[src/rtl/crossbar_pkg.sv]
// Shared definitions for the crossbar slave-port arbiter: FSM encoding,
// slave-select address bit and timeout abort data.
package crossbar_pkg;

  typedef enum logic [1:0] {
    ST_IDLE = 2'd0,
    ST_BUSY = 2'd1,
    ST_RESP = 2'd2
  } arb_state_t;

  localparam int unsigned SLAVE_SEL_BIT = 31;
  localparam logic [31:0] ABORT_DATA    = 32'hDEADBEEF;

  // Extract master idx's 32-bit lane from a packed two-master bus.
  function automatic logic [31:0] lane32(input logic [63:0] bus, input logic idx);
    return idx ? bus[63:32] : bus[31:0];
  endfunction

endpackage

[src/rtl/crossbar_slave_arbiter_rr_arb2.sv]
// Two-requester round-robin pick: on a tie the requester not granted last
// wins; a lone requester wins regardless of the pointer.
module rr_arb2 (
  input  logic [1:0] elig,
  input  logic       last_grant,
  output logic       valid,
  output logic       grant
);

  always_comb begin
    valid = |elig;
    grant = 1'b0;
    if (&elig) grant = ~last_grant;
    else       grant = elig[1];
  end

endmodule

[src/rtl/crossbar_slave_arbiter.sv]
// Slave-side port of a two-master crossbar: round-robin arbitration,
// IDLE/BUSY/RESP handshake, optional BUSY timeout abort (ARB_TIMEOUT_EN).
module crossbar_slave_arbiter
  import crossbar_pkg::*;
#(
  parameter logic        SLAVE_ID       = 1'b0,
  parameter int unsigned TIMEOUT_CYCLES = 16
) (
  input  logic        clk,
  input  logic        reset,
  input  logic [1:0]  m_req,
  input  logic [1:0]  m_cmd,
  input  logic [63:0] m_addr,
  input  logic [63:0] m_wdata,
  output logic [31:0] m_rdata,
  output logic [1:0]  m_ack,
  output logic        s_req,
  output logic        s_cmd,
  output logic [31:0] s_addr,
  output logic [31:0] s_wdata,
  input  logic [31:0] s_rdata,
  input  logic        s_ack,
  output logic        err
);

  if (TIMEOUT_CYCLES == 0) begin : g_bad_timeout
    $error("TIMEOUT_CYCLES must be at least 1");
  end

  arb_state_t  state_q, state_d;
  logic [1:0]  elig;
  logic        pick_valid, pick;
  logic        grant_q;
  logic        cmd_q;
  logic [31:0] addr_q, wdata_q, rdata_q;
  logic        timeout;

  assign elig[0] = m_req[0] & (m_addr[SLAVE_SEL_BIT]      == SLAVE_ID);
  assign elig[1] = m_req[1] & (m_addr[32 + SLAVE_SEL_BIT] == SLAVE_ID);

  rr_arb2 u_rr_arb2 (
    .elig       (elig),
    .last_grant (grant_q),
    .valid      (pick_valid),
    .grant      (pick)
  );

`ifdef ARB_TIMEOUT_EN
  localparam int unsigned CNT_W = (TIMEOUT_CYCLES > 1) ? $clog2(TIMEOUT_CYCLES) : 1;

  logic [CNT_W-1:0] busy_cnt_q;
  logic             abort_q;

  assign timeout = (state_q == ST_BUSY) && !s_ack &&
                   (busy_cnt_q == CNT_W'(TIMEOUT_CYCLES - 1));

  always_ff @(posedge clk or posedge reset) begin
    if (reset) begin
      busy_cnt_q <= '0;
      abort_q    <= 1'b0;
    end else if (state_q == ST_BUSY) begin
      busy_cnt_q <= busy_cnt_q + CNT_W'(1);
      abort_q    <= timeout;
    end else begin
      busy_cnt_q <= '0;
    end
  end

  assign err = (state_q == ST_RESP) && abort_q;
`else
  assign timeout = 1'b0;
  assign err     = 1'b0;
`endif

  always_ff @(posedge clk or posedge reset) begin
    if (reset) state_q <= ST_IDLE;
    else       state_q <= state_d;
  end

  always_comb begin
    state_d = state_q;
    unique case (state_q)
      ST_IDLE: if (pick_valid)       state_d = ST_BUSY;
      ST_BUSY: if (s_ack || timeout) state_d = ST_RESP;
      ST_RESP:                       state_d = ST_IDLE;
      default:                       state_d = ST_IDLE;
    endcase
  end

  // grant_q doubles as the round-robin pointer; resetting it to 1 lets
  // master 0 win the first tie.
  always_ff @(posedge clk or posedge reset) begin
    if (reset) begin
      grant_q <= 1'b1;
      cmd_q   <= 1'b0;
      addr_q  <= '0;
      wdata_q <= '0;
      rdata_q <= '0;
    end else begin
      if (state_q == ST_IDLE && pick_valid) begin
        grant_q <= pick;
        cmd_q   <= m_cmd[pick];
        addr_q  <= lane32(m_addr, pick);
        wdata_q <= lane32(m_wdata, pick);
      end
      if (state_q == ST_BUSY) begin
        if (s_ack)        rdata_q <= s_rdata;
        else if (timeout) rdata_q <= ABORT_DATA;
      end
    end
  end

  assign s_req   = (state_q == ST_BUSY);
  assign s_cmd   = cmd_q;
  assign s_addr  = addr_q;
  assign s_wdata = wdata_q;
  assign m_rdata = rdata_q;
  assign m_ack   = (state_q != ST_RESP) ? 2'b00 : (grant_q ? 2'b10 : 2'b01);

endmodule

[config.mk]
export PLATFORM = sky130hd
export DESIGN_NAME = crossbar_slave_arbiter
export DESIGN_NICKNAME = d
export VERILOG_FILES = /design/src/rtl/crossbar_pkg.sv /design/src/rtl/crossbar_slave_arbiter_rr_arb2.sv /design/src/rtl/crossbar_slave_arbiter.sv
export SDC_FILE = /design/constraint.sdc
export NUM_CORES = 1
export LEC_CHECK = 0
export CORE_MARGIN = 3
export CORE_UTILIZATION = 40
export CTS_CLUSTER_DIAMETER = 50
export DETAILED_ROUTE_END_ITERATION = 8
export PLACE_DENSITY = 0.93
export SETUP_SLACK_MARGIN = 0.3
export SYNTH_ARGS = -nofsm -noshare
export SYNTH_HDL_FRONTEND = slang
export SYNTH_SLANG_ARGS = --single-unit
[constraint.sdc]
create_clock -name clk -period 4.95 [get_ports clk]
set_input_delay 0.7425 -clock clk [delete_from_list [all_inputs] [get_ports clk]]
set_output_delay 0.7425 -clock clk [all_outputs]
set_load 0.02 [all_outputs]
==> impl.org, run 1 <==
** Hold path
- In this run the worst hold path is classified as register to register.
- Along the worst hold path, the cell count comes to 1.

** STA
- Final hold violation count :: 0
- Total negative slack for setup checks :: 0 ns
- Setup violations remaining at the end of the flow were counted as 0.
- Setup repair after global routing left no endpoint under its margin.
- At the pin with the least slew margin, the transition time is between 1 and 1.5 ns.
- Setup slack on the critical path of the routed design comes to 2.34 ns.
- Dividing the final minimum period by the clock period gives 0.528.
- Clock skew on the completed layout was measured at 0.0123 ns.
- Measured against its own limit, the worst slew margin works out to 0.180.
- Upper clock frequency limit :: about 380 MHz
- The worst path needs 2.61 ns of the cycle, external delays included.
- Max Slew Vio Count :: 0
- Hold slack final :: between 0.5 and 0.6 ns

** Flow run
- Across the run, the number of max-cap violations was 0.

** Clock tree
- For the worst-skew pair, the clock arrives at the later sink with an insertion delay of 0.36 ns.
- The clock drives 100 sinks.
- Clock buffers created by TritonCTS :: 9
- Count of H-tree levels built during CTS :: 3
- The cell sitting at the root of the clock tree is a sky130_fd_sc_hd__clkbuf_8.
- CTS clock-pin slew for the worst setup and hold paths :: 0.10 ns
- PostCTS Resize Cnt :: 0
- Setup Buffers After CTS :: 0
- TritonCTS built the clock tree.
- The clock passes through at most 2 buffers.
- Post-CTS Hold Buffers :: 0

** Route
- Initial drt markers :: 317
- Number of antenna-violating nets in the routed design :: 0
- DRC violation count after routing :: 0
- Before antenna repair, the detailed router went through 5 iterations.
- For this block, the routed nets add up to 13,300 um of wire.
- After detailed routing, the average wire length per cell comes to 16.1 um.
- Detailed routing inserted a total of between 4k and 5k vias.
- In the routed layout, each cell is associated on average with a via count of 4.98.

** Power
- NetSw :: 1.48 mW
- For this design the static power due to leakage is 2.98 nW.
- Worst IR drop on VDD :: 337 uV
- Proportion of power drawn by flip-flops and latches :: 0.358
- Dividing total power by cell area gives a power density of ~550 nW/um^2.
- The share of total power dissipated in the clock network is 0.135.
- Final total power :: 3.94 mW
- Of the total power, combinational logic draws 0.507.
- Internal power :: about 2.5 mW
- Switching Share :: 0.376

** Final layout
- The final layout contains approximately 850 nets.
- Synthesis-to-finish area growth :: 66.5%
- After filler insertion, the fill cell instance count of the layout stands at roughly 750.
- Finished Layout Cells :: 826
- Share of cells above drive strength 1 :: 0.0826
- The repair_antennas step left the layout with diodes totalling 0.

** Floorplanning
- Number of standard-cell rows in the floorplan :: 37
- The die is 110 um tall.
- Total die area :: roughly 12,000 um^2
- The initial utilization of the core area, before any placement, comes to 0.413.
- Count of pins on the block boundary :: 268
- In this run the horizontal extent of the chip is 110 um.
- After floorplanning, the core was sized to cover approximately 10,000 um^2.

** Critical path
- Counting both buffers and inverters, the worst setup path holds a total of 2.
- Type of destination of the critical path :: register
- The cell family contributing the most delay on the critical path is compound AO/OA/AOI/OAI gates.
- Critical path fanouts, max :: 107
- Worst EP required :: 5.23 ns
- Delay contributed by the slowest stage of the critical path :: 0.84 ns
- Cell count of the worst reg-to-reg path :: 5
- Critical path class :: input port to register
- Chain of cells forming the critical path :: clkdlybuf4s50_1 > nor2b_4 > o21a_4 > buf_4 > nor2_1 > a31oi_1
- The worst setup path is launched from an input port.
- Number of stages on the worst setup path :: 6
- Cell type of the slowest stage on the worst timing path :: sky130_fd_sc_hd__o21a_4
- STA puts the critical path data arrival time at between 2 and 3 ns.

** Synthesis
- The number of nets in the synthesized netlist is about 600.
- The synthesized netlist contains 22 unique library cells.
- Synthesis produced ~440 cells.
- Sorting the synthesized cells by area gives the leading types as sky130_fd_sc_hd__dfrtp_1 (58%), sky130_fd_sc_hd__nand2_1 (11%), sky130_fd_sc_hd__a31oi_1 (9.3%).
- Register bit total from synthesis :: 100
- Mean instance size in the synthesized netlist :: 9.83 um^2
- Summing every instance area after synthesis gives ~4300 um^2.
- Total number of yosys warnings :: 0
- Library cell with the largest summed area after synthesis :: sky130_fd_sc_hd__dfrtp_1
- The share of synthesized area in the top cell type comes to 0.576.
- The share of the Yosys chip area taken by registers is 0.582.

** GRT
- The number of antenna violations at the first check in global routing was 0.
- For this run the aggregate overflow at the end of global routing stands at 0.
- In the global route stage, overall resource usage came out at 0.215.
- The number of global-route vias before repair is 4,115.
- GR Layer Usage met2 :: 0.390
- Wire length of the first global-routing pass :: 20,100 um
- Entering global routing, the biggest net connects between 100 and 150 pins.
- Global routing usage on met1 :: 0.231
- GRT busiest layer :: met2
- In the global route stage, met3 resource usage came out at 0.0646.

** Run status
- Run status :: complete, no violations

** Placed design
- In this run, placement finished with an instance count of between 800 and 900.
- The congestion estimate from routability-driven global placement came to 0.757.
- In this run the tool buffered the top-level ports with 266 buffer cells.
- The wire-length estimate of the detail-placed layout is around 10,000 um.
- Prior to clock tree synthesis, the placed netlist has a worst setup slack of between 1.5 and 2 ns.
-- logic make-up after synthesis --
family,count (synthesis),share of synthesized area
AO/OA/AOI/OAI,66,0.0965
buffers and inverters,35,0.0491
flip-flops,100,0.582
multiplexers,33,0.0863
other,1,0.000871
AND/OR/NAND/NOR,203,0.185
-- power by group through the flow --
| stage | Clock, mW | Sequential (mW) | Combinational [mW] |
|---|---|---|---|
| floorplan | 0 | 1.87 | 0.512 |
| finish | 0.531 | 1.41 | 2.00 |
| detailed placement | 0 | 1.42 | 2.01 |
| global placement | 0 | 1.40 | 1.96 |
| CTS | 0.546 | 1.41 | 2.01 |
| global route | 0.579 | 1.46 | 2.13 |
-- through the flow --
step | cell area [um^2] | util
6_report | 7170 | 0.688
5_1_grt | 7170 | 0.688
4_1_cts | 7170 | 0.688
3_5_place_dp | 6970 | 0.669
3_3_place_gp | 6970 | 0.669
2_1_floorplan | 4300 | -
-- per-layer routing --
metal | wire length [um] | share of wire
met4 | 370 | 0.028
met3 | 1300 | 0.098
met2 | 7010 | 0.53
met1 | 4640 | 0.35
met5 | 0 | 0
-- state kept, by name (all words and copies together), names as in the netlist --
register	cells
state_q	2
m_rdata	32
grant_q	1
s_addr	32
s_wdata	32
s_cmd	1
-- placed cells by master (no fill, tap or decap), types with 2 or more instances in the layout --
master and n:
sky130_fd_sc_hd__inv_1 2, sky130_fd_sc_hd__nor2_1 65, sky130_fd_sc_hd__nand2_2 2, sky130_fd_sc_hd__a31oi_1 64
sky130_fd_sc_hd__clkbuf_8 10, sky130_fd_sc_hd__nand2_1 128, sky130_fd_sc_hd__mux2_2 33, sky130_fd_sc_hd__clkdlybuf4s50_1 266
sky130_fd_sc_hd__buf_4 2, sky130_fd_sc_hd__nor2b_1 2, sky130_fd_sc_hd__dfrtp_1 99
-- synthesized netlist by cell type (all sizes together) --
cell type  count
nand2        130
nor2          65
and3b          1
dfrtp         99
nor2b          3
nand3b         1
and2           1
conb           1
dfstp          1
and2b          1
clkbuf         1
buf           31
nor3b          1
o21a           1
inv            3
a21o           1
mux2          33
a31oi         64
-- final timing paths --
check | from | end | slack (ns)
worst max-delay path | m_req[1] | s_wdata[24]$_DFFE_PP0P_ | 2.34
worst min-delay path | s_addr[31]$_DFFE_PP0P_ | s_addr[31]$_DFFE_PP0P_ | 0.51
max in group asynchronous | reset | grant_q$_DFFE_PP1P_ | 3.04
min in group asynchronous | reset | s_addr[14]$_DFFE_PP0P_ | 0.87
worst min register to register | s_addr[31]$_DFFE_PP0P_ | s_addr[31]$_DFFE_PP0P_ | 0.51
worst max register to register | state_q[0]$_DFFE_PP0P_ | s_wdata[24]$_DFFE_PP0P_ | 2.76
-- area by class of cell --
| type | instances | area (um^2) | share of cell area |
|---|---|---|---|
| Tap cell | 136 | 170 | 0.0237 |
| Clock buffer | 11 | 141 | 0.0197 |
| Timing Repair Buffer | 268 | 2680 | 0.374 |
| Inverter | 3 | 13.8 | 0.00192 |
| Sequential cell | 100 | 2500 | 0.349 |
| Multi-Input combinational cell | 303 | 1600 | 0.223 |
| Clock inverter | 5 | 60.1 | 0.00838 |
(Power assumes the default switching activity.)
==> run 2: changes to the inputs <==
CORE_UTILIZATION = 37   (was 40)
PLACE_DENSITY = 0.88   (was 0.93)
clock period = 2.6 ns   (was 4.95 ns; I/O delays follow)
==> run 2 against run 1 <==
  * Die area up 7.7%
  * Highest routed layer unchanged
  * Register-to-register slack worse by 2.0 ns
  * Sequential cell count unchanged
  * Largest cell class unchanged
  * Sequential share of layout area shrank 1.1 points
  * Sequential power increased by 90%
  * Critical path depth fell by 4
  * Clock skew fell by 0.0030 ns
  * Clock power increased by 150%
  * Worst setup slack got worse by 1.8 ns
==> impl.org, run 2 (same netlist as run 1, synthesis figures left out) <==
** GRT
- Overall Global Routing Usage :: 0.212
- Wire length of the first global-routing pass :: 21,600 um
- Via count of the first global-routing pass :: 4,362
- Global route total overflow :: 0
- Maximum number of pins on one net before global-route repair :: 60
- Number of antenna violations at the first check in global routing :: 0

** Clock tree
- Count of H-tree levels built during CTS :: 3
- Root buffer cell :: sky130_fd_sc_hd__clkbuf_16
- Gates resized during post-CTS repair numbered 0.
- After clock tree synthesis, the clock-pin slew on the worst setup and hold paths is 0.07 ns.
- TritonCTS clock tree :: built
- Setup Buffers After CTS :: 0
- Post-CTS Hold Buffers :: 0
- Clock latency on the worst-skew pair, taken at its later pin, is ~0.34 ns.
- The longest clock path from root to sink contains 2 buffers.
- Clock buffers created by TritonCTS :: 9
- The tree built by TritonCTS fans out to 100 sinks.

** Power
- Proportion of power drawn by flip-flops and latches :: 0.341
- Summed over all cells, the static leakage comes to 3.07 nW.
- The design draws just under 8 mW.
- Switching Share :: 0.371
- In this run the power spent charging and discharging nets is 2.91 mW.
- Across the VDD grid, the largest voltage drop is around 660 uV.
- The internal power of the cells totals 4.94 mW.
- The share of total power dissipated in combinational logic is 0.491.
- Clk network pwr share :: 0.168
- PwrDens :: 1060 nW/um^2

** Route
- Sum of met2 wire segment lengths after detailed routing :: 7350 um
- Routed wl met3 :: 1340 um
- First-pass detailed-route iteration total :: 5
- The detailed router put a total of 4920 um of wire on met1.
- Number of antenna-violating nets in the routed design :: 0
- After detailed routing, the average wire length per cell comes to 16.8 um.
- Vias :: 4,182
- Wires add up to 14,100 um.
- Via-per-instance ratio :: 5.00
- For this run, design rule violations remaining after detail routing come to 0.
- After the first detailed-routing iteration, the DRC count stood at around 210.
- Uppermost signal routing layer after detailed routing :: met4

** Critical path
- Cell type of the slowest stage on the worst timing path :: sky130_fd_sc_hd__clkdlybuf4s50_1
- Critical path fanouts, max :: 4
- Counting both buffers and inverters, the worst setup path holds a total of 1.
- The critical path goes through and3b_1 > clkdlybuf4s50_1.
- The critical path runs through a total of 2 cells.
- Worst EP required :: 2.21 ns
- Broken down by cell family, the worst path's largest delay share belongs to buffers and inverters.
- Data arrival time of the critical path :: approximately 1.7 ns
- The critical path is of the register to output port type.
- Crit start category :: register
- STA classifies the critical path endpoint as an output port.
- On the worst path, the slowest cell contributes a delay of 0.63 ns.
- Cell count of the worst reg-to-reg path :: 5

** Floorplanning
- Count of pins on the block boundary :: 268
- After floorplanning, the core was divided into 38 placement rows.
- Width of the chip :: 114 um
- For this configuration, the core starts out at a cell density of 0.389.
- Vertical die dimension :: between 100 and 150 um
- In this run the standard cell core region covers 11,100 um^2.
- The floorplan step defined a die boundary enclosing roughly 13,000 um^2.

** STA
- The max-slew violation count is 0.
- For this run, the top clock speed supported by timing is approximately 480 MHz.
- Relative slew margins :: 0.600
- The number of failing hold endpoints at the final stage was 0.
- Time the final worst path needs with I/O delays and setup :: 2.09 ns
- For the pin with the worst max-slew slack, the measured transition is between 0.5 and 0.6 ns.
- Worst Clk Skew :: 0.00926 ns
- Setup repair after global routing left no endpoint under its margin.
- Summed over all failing endpoints, the final setup total negative slack is 0 ns.
- Setup violators final :: 0
- In the finished design, the share of the clock period the worst path needs comes to 0.805.

** Run status
- Run status :: complete, no violations

** Final layout
- Ant. Diodes :: 0
- Leaving out fill and tap cells, the most frequent cell in the layout is sky130_fd_sc_hd__clkdlybuf4s50_1.
- Summed area of non-filler cells in the final layout :: 7400 um^2
- In the layout the commonest cells are sky130_fd_sc_hd__clkdlybuf4s50_1 (266), sky130_fd_sc_hd__nand2_1 (128), sky130_fd_sc_hd__dfrtp_1 (99).
- Utilization after layout :: 0.668
- Of the cells placed in the final design, the portion with a size suffix greater than 1 is 0.0920.
- For this run, the post-layout net count is 858.
- Synthesis-to-finish area growth :: 71.9%

** Placed design
- Post-DP Area :: between 7000 and 8000 um^2
- The count of buffers added on input and output ports is 266.
- Summed over all nets, the half-perimeter wirelength after detailed placement is roughly 11,000 um.
- At the end of routability-driven placement, the weighted congestion stood at 0.802.

** Hold path
- Worst Hold Class :: input port to asynchronous set/reset pin

** Flow run
- Across the run, the number of max-cap violations was 0.
## run 2: cell count changes in the layout (fill, tap and decap cells not counted), moves of 2 or more
| cell | before | now |
|---|---|---|
| sky130_fd_sc_hd__clkbuf_16 | 0 | 9 |
| sky130_fd_sc_hd__inv_8 | 0 | 2 |
| sky130_fd_sc_hd__clkbuf_8 | 10 | 1 |
| sky130_fd_sc_hd__buf_12 | 0 | 7 |
## run 2: final cells by class
class,count,area (um^2)
Multi-Input combinational cell,303,1600
Inverter,3,15.0
Tap cell,140,175
Clock buffer,10,239
Clock inverter,6,56.3
Sequential cell,100,2500
Timing Repair Buffer,274,2810
Fill cell,840,3680
## run 2: routing by layer
metal	vias to the layer above	GRT usage
li1	1969	-
met1	1976	0.223
met2	207	0.392
met3	30	0.0610
met4	0	0.0887
met5	-	0
## run 2: power by group through the flow
stage | sequential, mW | clock [mW] | combinational [mW]
2_1_floorplan | 3.56 | 0 | 0.976
3_3_place_gp | 2.65 | 0 | 3.79
3_5_place_dp | 2.71 | 0 | 3.88
4_1_cts | 2.68 | 1.34 | 3.90
5_1_grt | 2.77 | 1.40 | 4.09
6_report | 2.68 | 1.32 | 3.86
## run 2: final timing paths
kind,startpoint,to,slack (ns)
setup / recovery,grant_q$_DFFE_PP1P_,m_ack[1],0.51
hold / removal,reset,s_addr[6]$_DFFE_PP0P_,0.49
setup reg to reg,grant_q$_DFFE_PP1P_,s_wdata[27]$_DFFE_PP0P_,0.77
hold reg to reg,m_rdata[7]$_DFFE_PP0P_,m_rdata[7]$_DFFE_PP0P_,0.51
max in group asynchronous,reset,s_wdata[10]$_DFFE_PP0P_,1.81
min in group clk,m_rdata[7]$_DFFE_PP0P_,m_rdata[7]$_DFFE_PP0P_,0.51
## run 2: through the flow
stage,hold WS (ns),setup WS (ns),instances
finish,0.488,0.508,836
global route,0.514,0.476,836
CTS,0.499,0.490,836
detailed placement,0.493,0.412,820
global placement,0.486,0.454,820
floorplan,0.529,1.02,438
## run 2: tightest hold or removal path: stages
cell and delay [ns]:
sky130_fd_sc_hd__clkdlybuf4s50_1 0.44, sky130_fd_sc_hd__clkinvlp_4 0.13, sky130_fd_sc_hd__buf_12 0.23
==> run 3: changes to the inputs <==
clock period = 2 ns   (was 2.6 ns; I/O delays follow)
==> run 3 against run 2 <==
  * Die area is the same
  * Clock power up 42%
  * Hold slack got worse by 0.037 ns
  * Clock-buffer cell count stayed put
  * Register-to-register slack worse by 0.27 ns
  * Critical path type unchanged
  * Critical endpoint is now s_req
  * First-iteration DRC count grew 49%
  * Cell count is the same
  * Highest routed layer unchanged
==> impl.org, run 3 (same netlist as run 1, synthesis figures left out) <==
** Critical path
- STA puts the critical path data required time at 1.70 ns.
- For the worst setup path, the data arrival time is roughly 1.4 ns.
- Measured in cells, the most critical reg-to-reg path has a length of 5.
- Critical path class :: register to output port
- Critical path fanouts, max :: 4
- In this run the critical register-to-register path is launched from state_q[0]$_DFFE_PP0P_.
- The critical path goes through and2b_1 > dlygate4sd2_1.
- Endpoint of the worst-slack reg-to-reg timing path :: s_wdata[29]$_DFFE_PP0P_
- Critical path buffers and inverters :: 1
- The slowest stage of the critical path belongs to the cell sky130_fd_sc_hd__dfrtp_1.
- Crit start category :: register
- The cell family contributing the most delay on the critical path is flip-flops.
- The setup check on the worst reg-to-reg path leaves a slack of ~0.50 ns.
- Type of destination of the critical path :: output port
- Delay contributed by the slowest stage of the critical path :: 0.40 ns

** Floorplanning
- Initial standard-cell utilization of the core :: 0.389
- Core region area :: around 11,000 um^2
- The initialized floorplan defines 38 standard-cell rows.
- From left edge to right edge, the die measures 114 um.
- Vertical die dimension :: roughly 110 um
- ~270 I/O pins were placed.
- The die covers 13,000 um^2.

** Placed design
- The congestion estimate from routability-driven global placement came to between 0.8 and 0.9.
- Counting tap cells, the placed design contains a total of 820 instances.
- Post-DP Area :: 7090 um^2
- The count of buffers added on input and output ports is approximately 270.
- Before CTS, the worst setup slack after placement is 0.148 ns.
- Post-detailed-placement half-perimeter wirelength :: 10,300 um

** Clock tree
- Root buffer cell :: sky130_fd_sc_hd__clkbuf_16
- CTS clock-pin slew for the worst setup and hold paths :: 0.07 ns
- The tree built by TritonCTS fans out to 100 sinks.
- Clock latency on the worst-skew pair, taken at its later pin, is about 0.33 ns.
- Clock buffers created by TritonCTS :: 9
- No sink is reached through more buffers than the 2 on the longest clock path.
- Post-CTS Hold Buffers :: 0
- Count of H-tree levels built during CTS :: 3
- After clock tree synthesis, the repair step resized 3 gates.
- Setup Buffers After CTS :: 0
- TritonCTS built the clock tree.

** Final layout
- The library cell used most frequently in the layout, excluding fill and tap cells, is sky130_fd_sc_hd__clkdlybuf4s50_1.
- Synthesis-to-finish area growth :: 72.2%
- The net count of the finished layout is between 800 and 900.
- The finished cells cover roughly 7400 um^2.
- Most used cells in the layout excluding fill and tap cells :: sky130_fd_sc_hd__clkdlybuf4s50_1 (263), sky130_fd_sc_hd__nand2_1 (128), sky130_fd_sc_hd__dfrtp_1 (99)
- Once layout is complete, the utilization of the core stands at 0.669.
- Ant. Diodes :: 0
- Share of cells above drive strength 1 :: 0.0934
- The filler cells instantiated in the layout total 853.
- Excluding fillers, the count of instances in the completed layout stands at 836.

** STA
- At the pin with the least slew margin, the transition time is between 0.5 and 0.6 ns.
- The worst pin sits at a relative slew slack of 0.630.
- For the finished layout, the period the worst path requires is 1.66 ns.
- The tightest hold path in the finished design has a slack of between 0.4 and 0.5 ns.
- After routing, the total negative slack on setup checks comes to 0 ns.
- Upper clock frequency limit :: slightly above 600 MHz
- Worst Slack Setup Final :: 0.343 ns
- Final worst-path cycle share :: 0.828
- Max Slew Vio Count :: 0
- The number of failing hold endpoints at the final stage came to 0.
- Worst Clk Skew :: about 0.0075 ns
- Setup repair after global routing left no endpoint under its margin.
- Setup violations remaining at the end of the flow were counted as 0.

** Hold path
- Worst Hold Class :: input port to asynchronous set/reset pin

** Route
- Via-per-instance ratio :: 4.91
- The count of nets left with antenna violations once routing finished came out at 0.
- The routed layout has ~4.1k vias.
- For this block, the initial DRC count from the detailed router was 316.
- Routed wire length :: ~14,000 um
- DRC violation count after routing :: 0
- Before antenna repair, the detailed router went through 4 iterations.
- Dividing the detail-routed wire length by the instance count gives 16.4 um.

** Flow run
- MaxCap Viol Count :: 0

** Power
- The analysis attributes to cell leakage a power of 3.09 nW.
- Dividing total power by cell area gives a power density of approximately 1400 nW/um^2.
- Final total power :: 10.4 mW
- Worst IR drop on VDD :: 785 uV

** Run status
- The flow ran to the end, and the final reports show no timing, DRC or antenna violations.

** GRT
- Via count of the first global-routing pass :: 4,203
- The total overflow left after global routing is 0.
- Wire length of the first global-routing pass :: 21,400 um
- The number of antenna violations at the first check in global routing was 0.
- Entering global routing, the biggest net connects 101 pins.
- In the global route stage, overall resource usage came out at 0.208.
[run 3: cell count changes in the layout (fill, tap and decap cells not counted), sizes merged]
| cell | change |
|---|---|
| clkdlybuf4s50 | -3 |
| inv | -2 |
| dlygate4sd2 | +2 |
| bufinv | +2 |
| clkbuf | +1 |
[run 3: worst max path at each step]
stage                                         to  cells after the start                    from  slack (ns)
after floorplan           m_rdata[0]$_DFFE_PP0P_                      1                   reset        0.51
after global placement    s_addr[12]$_DFFE_PP0P_                      6                m_req[1]        0.19
after detailed placement   s_addr[7]$_DFFE_PP0P_                      6                m_req[0]        0.15
after CTS                               m_ack[1]                      2     grant_q$_DFFE_PP1P_        0.29
after global routing                       s_req                      2  state_q[1]$_DFFE_PP0P_        0.30
final                                      s_req                      2  state_q[1]$_DFFE_PP0P_        0.34
[run 3: cell type report]
class,instances,area (um^2),area share
clock buffer,10,239,0.0323
clock inverter,6,86.3,0.0117
inverter,3,15.0,0.00203
multi-input combinational,303,1600,0.216
sequential,100,2500,0.338
tap,140,175,0.0236
timing repair buffer,274,2790,0.377
[run 3: worst min-delay path, cell delays in order]
cell and delay, ns:
sky130_fd_sc_hd__clkdlybuf4s50_1 0.44, sky130_fd_sc_hd__clkinvlp_4 0.10, sky130_fd_sc_hd__buf_12 0.38
[run 3: per-layer routing]
metal  global-route usage  vias up  wire length [um]
met2                0.379      193              7170
li1                     -     1963                 -
met4               0.0705        0               314
met5                    0        -                 0
met1                0.233     1921              5060
met3               0.0584       24              1200
[run 3: where the power goes]
part	internal, mW	switching [mW]
Sequential	2.97	0.527
Clock	1.13	0.738
Combinational	2.55	2.45
Total	6.65	3.71
